[src/rtl/lab3_serial_addsub_pkg.sv]
// Shared definitions for the lab3 bit-serial adder/subtractor.
// Holds the FSM state encoding and the counter width helper.
package lab3_serial_addsub_pkg;

  typedef enum logic [1:0] {
    ST_IDLE  = 2'd0,
    ST_SHIFT = 2'd1,
    ST_DONE  = 2'd2
  } state_t;

  // Bit counter only has to reach WIDTH-1; never narrower than one bit.
  function automatic int cnt_width(input int w);
    return (w <= 2) ? 1 : $clog2(w);
  endfunction

endpackage

[src/rtl/fa_cell.sv]
// Combinational full adder assembled from two half-adder stages,
// mirroring the lab2 cells.
module fa_cell (
  output logic s,
  output logic c_out,
  input  logic x,
  input  logic y,
  input  logic c_in
);

  logic p1;
  logic g1;
  logic g2;

  // First half adder combines the operand bits, second folds in the carry.
  assign p1    = x ^ y;
  assign g1    = x & y;
  assign s     = p1 ^ c_in;
  assign g2    = p1 & c_in;
  assign c_out = g1 | g2;

endmodule

[src/rtl/lab3_serial_addsub.sv]
// Bit-serial adder/subtractor: one full-adder cell plus a carry flip-flop,
// LSB first, with a registered parallel result and a one-cycle done pulse.
module lab3_serial_addsub
  import lab3_serial_addsub_pkg::*;
#(
  parameter int WIDTH = 4
) (
  input  logic             clk,
  input  logic             rst,
  input  logic             start,
  input  logic             sub,
  input  logic [WIDTH-1:0] a,
  input  logic [WIDTH-1:0] b,
  output logic [WIDTH-1:0] result,
  output logic             cout,
  output logic             busy,
  output logic             done
);

  localparam int CW = cnt_width(WIDTH);
  localparam logic [CW-1:0] LAST = CW'(WIDTH - 1);

  state_t state;
  state_t next_state;

  logic [WIDTH-1:0] ra;
  logic [WIDTH-1:0] rb;
  logic [WIDTH-1:0] sr;
  logic [WIDTH-1:0] sr_next;
  logic [CW-1:0]    count;
  logic             carry;
  logic             s_bit;
  logic             c_bit;

  fa_cell u_fa (
    .s     (s_bit),
    .c_out (c_bit),
    .x     (ra[0]),
    .y     (rb[0]),
    .c_in  (carry)
  );

  assign sr_next = {s_bit, sr[WIDTH-1:1]};

  always_ff @(posedge clk) begin
    if (rst) state <= ST_IDLE;
    else     state <= next_state;
  end

  always_comb begin
    next_state = state;
    case (state)
      ST_IDLE:  if (start) next_state = ST_SHIFT;
      ST_SHIFT: if (count == LAST) next_state = ST_DONE;
      ST_DONE:  next_state = ST_IDLE;
      default:  next_state = ST_IDLE;
    endcase
  end

  // Subtraction is a + ~b + 1: invert b at load time and seed the carry with 1.
  always_ff @(posedge clk) begin
    if (rst) begin
      ra     <= '0;
      rb     <= '0;
      sr     <= '0;
      count  <= '0;
      carry  <= 1'b0;
      result <= '0;
      cout   <= 1'b0;
      busy   <= 1'b0;
      done   <= 1'b0;
    end else begin
      case (state)
        ST_IDLE: begin
          if (start) begin
            ra    <= a;
            rb    <= sub ? ~b : b;
            carry <= sub;
            count <= '0;
            busy  <= 1'b1;
          end
        end
        ST_SHIFT: begin
          carry <= c_bit;
          ra    <= ra >> 1;
          rb    <= rb >> 1;
          sr    <= sr_next;
          count <= count + CW'(1);
          if (count == LAST) begin
            busy   <= 1'b0;
            done   <= 1'b1;
            result <= sr_next;
            cout   <= c_bit;
          end
        end
        ST_DONE: begin
          done <= 1'b0;
        end
        default: begin
          done <= 1'b0;
          busy <= 1'b0;
        end
      endcase
    end
  end

endmodule

[config.mk]
export PLATFORM = sky130hd
export DESIGN_NAME = lab3_serial_addsub
export DESIGN_NICKNAME = d
export VERILOG_FILES = /design/src/rtl/lab3_serial_addsub_pkg.sv /design/src/rtl/fa_cell.sv /design/src/rtl/lab3_serial_addsub.sv
export SDC_FILE = /design/constraint.sdc
export NUM_CORES = 1
export LEC_CHECK = 0
export CAP_MARGIN = 20
export CORE_MARGIN = 4
export CORE_UTILIZATION = 50
export DETAILED_ROUTE_END_ITERATION = 8
export HOLD_SLACK_MARGIN = 0.1
export PLACE_DENSITY = 0.77
export SYNTH_ARGS = -nofsm -noshare
export SYNTH_HDL_FRONTEND = slang
export SYNTH_SLANG_ARGS = --single-unit
[constraint.sdc]
create_clock -name clk -period 1.49 [get_ports clk]
set_input_delay 0.3725 -clock clk [delete_from_list [all_inputs] [get_ports clk]]
set_output_delay 0.3725 -clock clk [all_outputs]
set_load 0.02 [all_outputs]
**After elaboration in Yosys (flattened, before gate mapping)**

Cells that the tools add are included.
Widths: inputs -> output; s select.

- Flip-flop bits (word level): 24
- Input bits: 12
- Word-level logic and storage cells: 48

- $add $sub $neg: 1
- Equal/unequal tests: 5
- Muxes and demuxes: 17
- Bitwise operators: 8
- Reductions and logical operators: 7

Operators with widths:

| cell | count |
|---|---|
| $pmux 4 s2 | 2 |
| $mux 4 | 3 |
| $pmux 2 s2 | 2 |
| $reduce_and 2->1 | 4 |
| $mux 2 | 3 |
| $eq 2x2->1 const B | 2 |
| $mux 1 | 4 |
| $ne 2x2->1 const B | 2 |
| $not 4->4 | 1 |
| $pmux 1 s2 | 2 |
| $pmux 1 s3 | 1 |
| $reduce_and 3->1 | 1 |
| $add 2x1->2 const B | 1 |
| $and 1x1->1 | 2 |
| $eq 2x1->1 const B | 1 |
| $logic_not 2->1 | 1 |
| $not 1->1 | 2 |
| $reduce_bool 2->1 | 1 |
| $xor 1x1->1 | 2 |
| $or 1x1->1 | 1 |

**Logic depth before layout (Yosys ltp)**

- Word-level depth: 4
- Gate-level depth with buffers: 5
- Depth with buffers taken out: 4

**By module**

Synthesis repeated with hierarchy kept, for this count alone.

- Cell total of the unflattened synthesis: 105
- Area total of the unflattened synthesis: 996.0 um2

By module, submodules not included:

| module | instances | cells each | area an instance (um2) |
|---|---|---|---|
| lab3_serial_addsub | 1 | 104 | 975.9 |
| fa_cell | 1 | 1 | 20.0 |

**Worst setup path after synthesis**

No wires, ideal clock.

- Path kind: reg2reg
- From: register count[0]
- To: register cout
- Data arrival time: 1,043 ps
- Setup slack: 315 ps
- Cell stages (with the launch flop): 6
- Path buffers: 1
- Period minus slack after synthesis: 1,175 ps
- Path through: dfxtp_1 ha_1 clkbuf_1 nand3b_1 nand2_1 a21oi_1

- Word-level cells in the longest chain between the ends: 2

Ends and longest elaborated chain:

| what | line | text |
|---|---|---|
| start: declaration | lab3_serial_addsub.sv:30 | `logic [CW-1:0] count;` |
| start signal: assignment | lab3_serial_addsub.sv:88 | `count <= count + CW'(1);` |
| $eq 2x2->1 | lab3_serial_addsub.sv:89 | `if (count == LAST) begin` |
| $reduce_and 2->1 (no source line) | n/a |  |
| end signal: assignment | lab3_serial_addsub.sv:93 | `cout <= c_bit;` |
| end: declaration | lab3_serial_addsub.sv:15 | `output logic cout,` |

No other way between the ends.
A chain may end at the register's enable or synchronous reset.

**Worst setup path after layout**

- From: register busy
- To: output port busy

RTL lines:

| what | line | text |
|---|---|---|
| start: declaration | lab3_serial_addsub.sv:16 | `output logic busy,` |
| start signal: assignment | lab3_serial_addsub.sv:70 | `busy <= 1'b0;` |
| start signal: assignment | lab3_serial_addsub.sv:80 | `busy <= 1'b1;` |
| start signal: assignment | lab3_serial_addsub.sv:90 | `busy <= 1'b0;` |

No word-level cell between the ends.

==> results.txt <==
Setup Buffers After CTS: 0
Count leader, synth: dfxtp_1
First-pass GRT wire length: 3830 um
Chip Width: 53.8 um
Hold Crit Class: flop to flop
Final core utilization: 65.8%
Htree depth: 1
Finish-stage setup viols: 0
Initial Util: 53.0%
Static Leakage: 0.000517 uW
Post-route design area: 1300 um2
Critical path's slowest cell: dfxtp_1
CTS tree: yes
Largest net degree at the start of global routing: 14
Yosys top cell by area: dfxtp_1
Post-Syn Area: 1050 um2
TritonRoute pass-1 iters: 4
Starting DRT DRC Count: 9
Cts hold-fix bufs: 0
Routability congestion estimate: 0.806
Final Critical Period: 1.40 ns
Vias in the first global route: 865
Max Freq: 0.717 GHz
Seq cells post-synth: 23
Layout Cells excl Fill: 162
Post-Syn Nets: 126
Post-synth top area share: 43.8%
Mapped Cells: 112
RSZ-0062 raised after global routing: false
Full die area: 2900 um2
Seq/Total Area, Yosys: 43.8%
Top post-synthesis cells by count: dfxtp_1, a21oi_1, nand2_1
DRT Wirelength: 2190 um
Min Hold Slack: 0.461 ns
Placed Area: 1280 um2
Max-Cap Viols: 0
Synth-to-layout area growth: 24.0%
Ant. Diodes: 0
Crit start category: flop
Remaining Overflow, GRT: 0
Clk buf depth: 2
Critical path peak fanout: 3
Detailed placement HPWL: 1620 um
Final period utilization: 93.7%
Hold Vio Cnt, Final: 0
Crit path buf inv count: 1
Root buffer cell: clkbuf_4
Post_cts resized: 7
Clock Skew: 0.000620 ns
Core ar.: 1980 um2
Worst-Skew Late Latency: 0.31 ns
Run status: finished clean
Yosys warns: 0
DIE HEIGHT: 53.8 um
Critical Path Max Stage Delay: 0.37 ns
Kind of critical path: flop to output pin
CP delay by family, top: flip-flops
Fillers: 175
Most common flop cell mapped by yosys: dfxtp_1
# DRC: 0
TritonCTS Sinks: 23
Post-synthesis average cell area: 9.38 um2
GRT Resource Usage Total: 18.0%
Std cell rows: 16
Initial antenna violation count: 0
CP Capture Type: output pin
Largest cells by area after synthesis: dfxtp_1, a21oi_1, nand2_1
EDFF count, synth: 0
Clock slew at the register clock pins of the worst setup and hold paths: 0.12 ns
Final nets: 150
PwrDens: 873 nW/um2
Cell variety after synth: 36
I/O Buffers: 18
Arrival time of the worst setup path: 1.02 ns
Asr flop ratio synth: 0%
Placed cells: 158
TNS Setup: 0 ns
DR vias: 885
Worst slew pin tran: 0.361 ns
Peak supply drop: 0.579 mV
Num CTS Buffers: 3
Wire length per cell: 13.5 um
CP Cell Sequence: dlygate4sd2_1
Layout cells sized above 1: 17.8%
Max Slew Vio Count: 0
Rel. slew slack: 75.9%
Drt via density: 5.46
Routed Antenna Nets: 0
Top Ports: 19
CP required: 1.12 ns
[layout by cell type, fill, tap and decap left out, types with 2 or more instances in the layout]
cell              n
o21bai_1          2
nand3b_1          2
a2bb2oi_1         3
nand3_1           5
clkbuf_4          3
clkdlybuf4s50_1  11
o221a_2           3
nor2_1            4
dlygate4sd2_1     7
a22oi_1           5
buf_4             9
o22ai_1           2
nand2_1          14
inv_1             4
nand2b_1          3
a21oi_1          14
xnor2_1           3
dfxtp_1          23
[final timing paths]
check	start	end	slack [ns]	cells after the start
worst max-delay path	busy$_SDFFE_PP0P_	busy	0.09	1
worst min-delay path	result[1]$_SDFFE_PP0P_	result[1]$_SDFFE_PP0P_	0.46	2
worst max register to register	state[1]$_SDFFE_PP0P_	rb[1]$_SDFFE_PP0P_	0.22	4
worst min register to register	result[1]$_SDFFE_PP0P_	result[1]$_SDFFE_PP0P_	0.46	2
[per-layer routing]
layer | vias up | global-route usage, % | routed length [um] | part of all wire (%)
met3 | 2 | 3.05 | 81 | 3.7
met1 | 427 | 23.7 | 1030 | 47
met5 | - | 0 | 0 | 0
met2 | 14 | 29.4 | 1060 | 48
met4 | 0 | 6.38 | 16 | 0.73
li1 | 442 | - | - | -
[flip-flops by register name (all words and copies together) (netlist names)]
| signal | flops |
|---|---|
| result | 4 |
| cout | 1 |
| count | 2 |
| done | 1 |
| sr | 3 |
| ra | 4 |
| busy | 1 |
| rb | 4 |
| carry | 1 |
| state | 2 |
[logic make-up after synthesis]
family | Yosys count | synth area share [%]
compound gates | 33 | 22.4
mux | 2 | 2.02
buf+inv | 12 | 5.95
xor+xnor | 4 | 3.33
simple gates | 36 | 19.4
flops | 23 | 43.8
fa+ha+maj | 2 | 3.10
[area by class of cell]
| type | count | area [um2] | area share [%] |
|---|---|---|---|
| Clock buffer | 3 | 22.5 | 1.73 |
| Clock inverter | 1 | 5.00 | 0.384 |
| Inverter | 4 | 15.0 | 1.15 |
| Multi-Input combinational cell | 77 | 528 | 40.5 |
| Sequential cell | 23 | 460 | 35.3 |
| Tap cell | 27 | 33.8 | 2.59 |
| Timing Repair Buffer | 27 | 239 | 18.3 |
[per-stage QoR]
step,setup slack [ns],total power [uW]
5_1_grt,0.0625,1190
3_5_place_dp,-0.151,866
3_3_place_gp,-0.116,858
6_report,0.0945,1140
4_1_cts,0.0867,1150
2_1_floorplan,0.315,797
[report_power, final]
part / total (uW) / internal [uW] / switching, uW
Sequential: 669 / 645 / 23.9
Combinational: 182 / 98.8 / 83.2
Clock: 288 / 100 / 188
No activity file was read; power rests on OpenSTA's default activity.
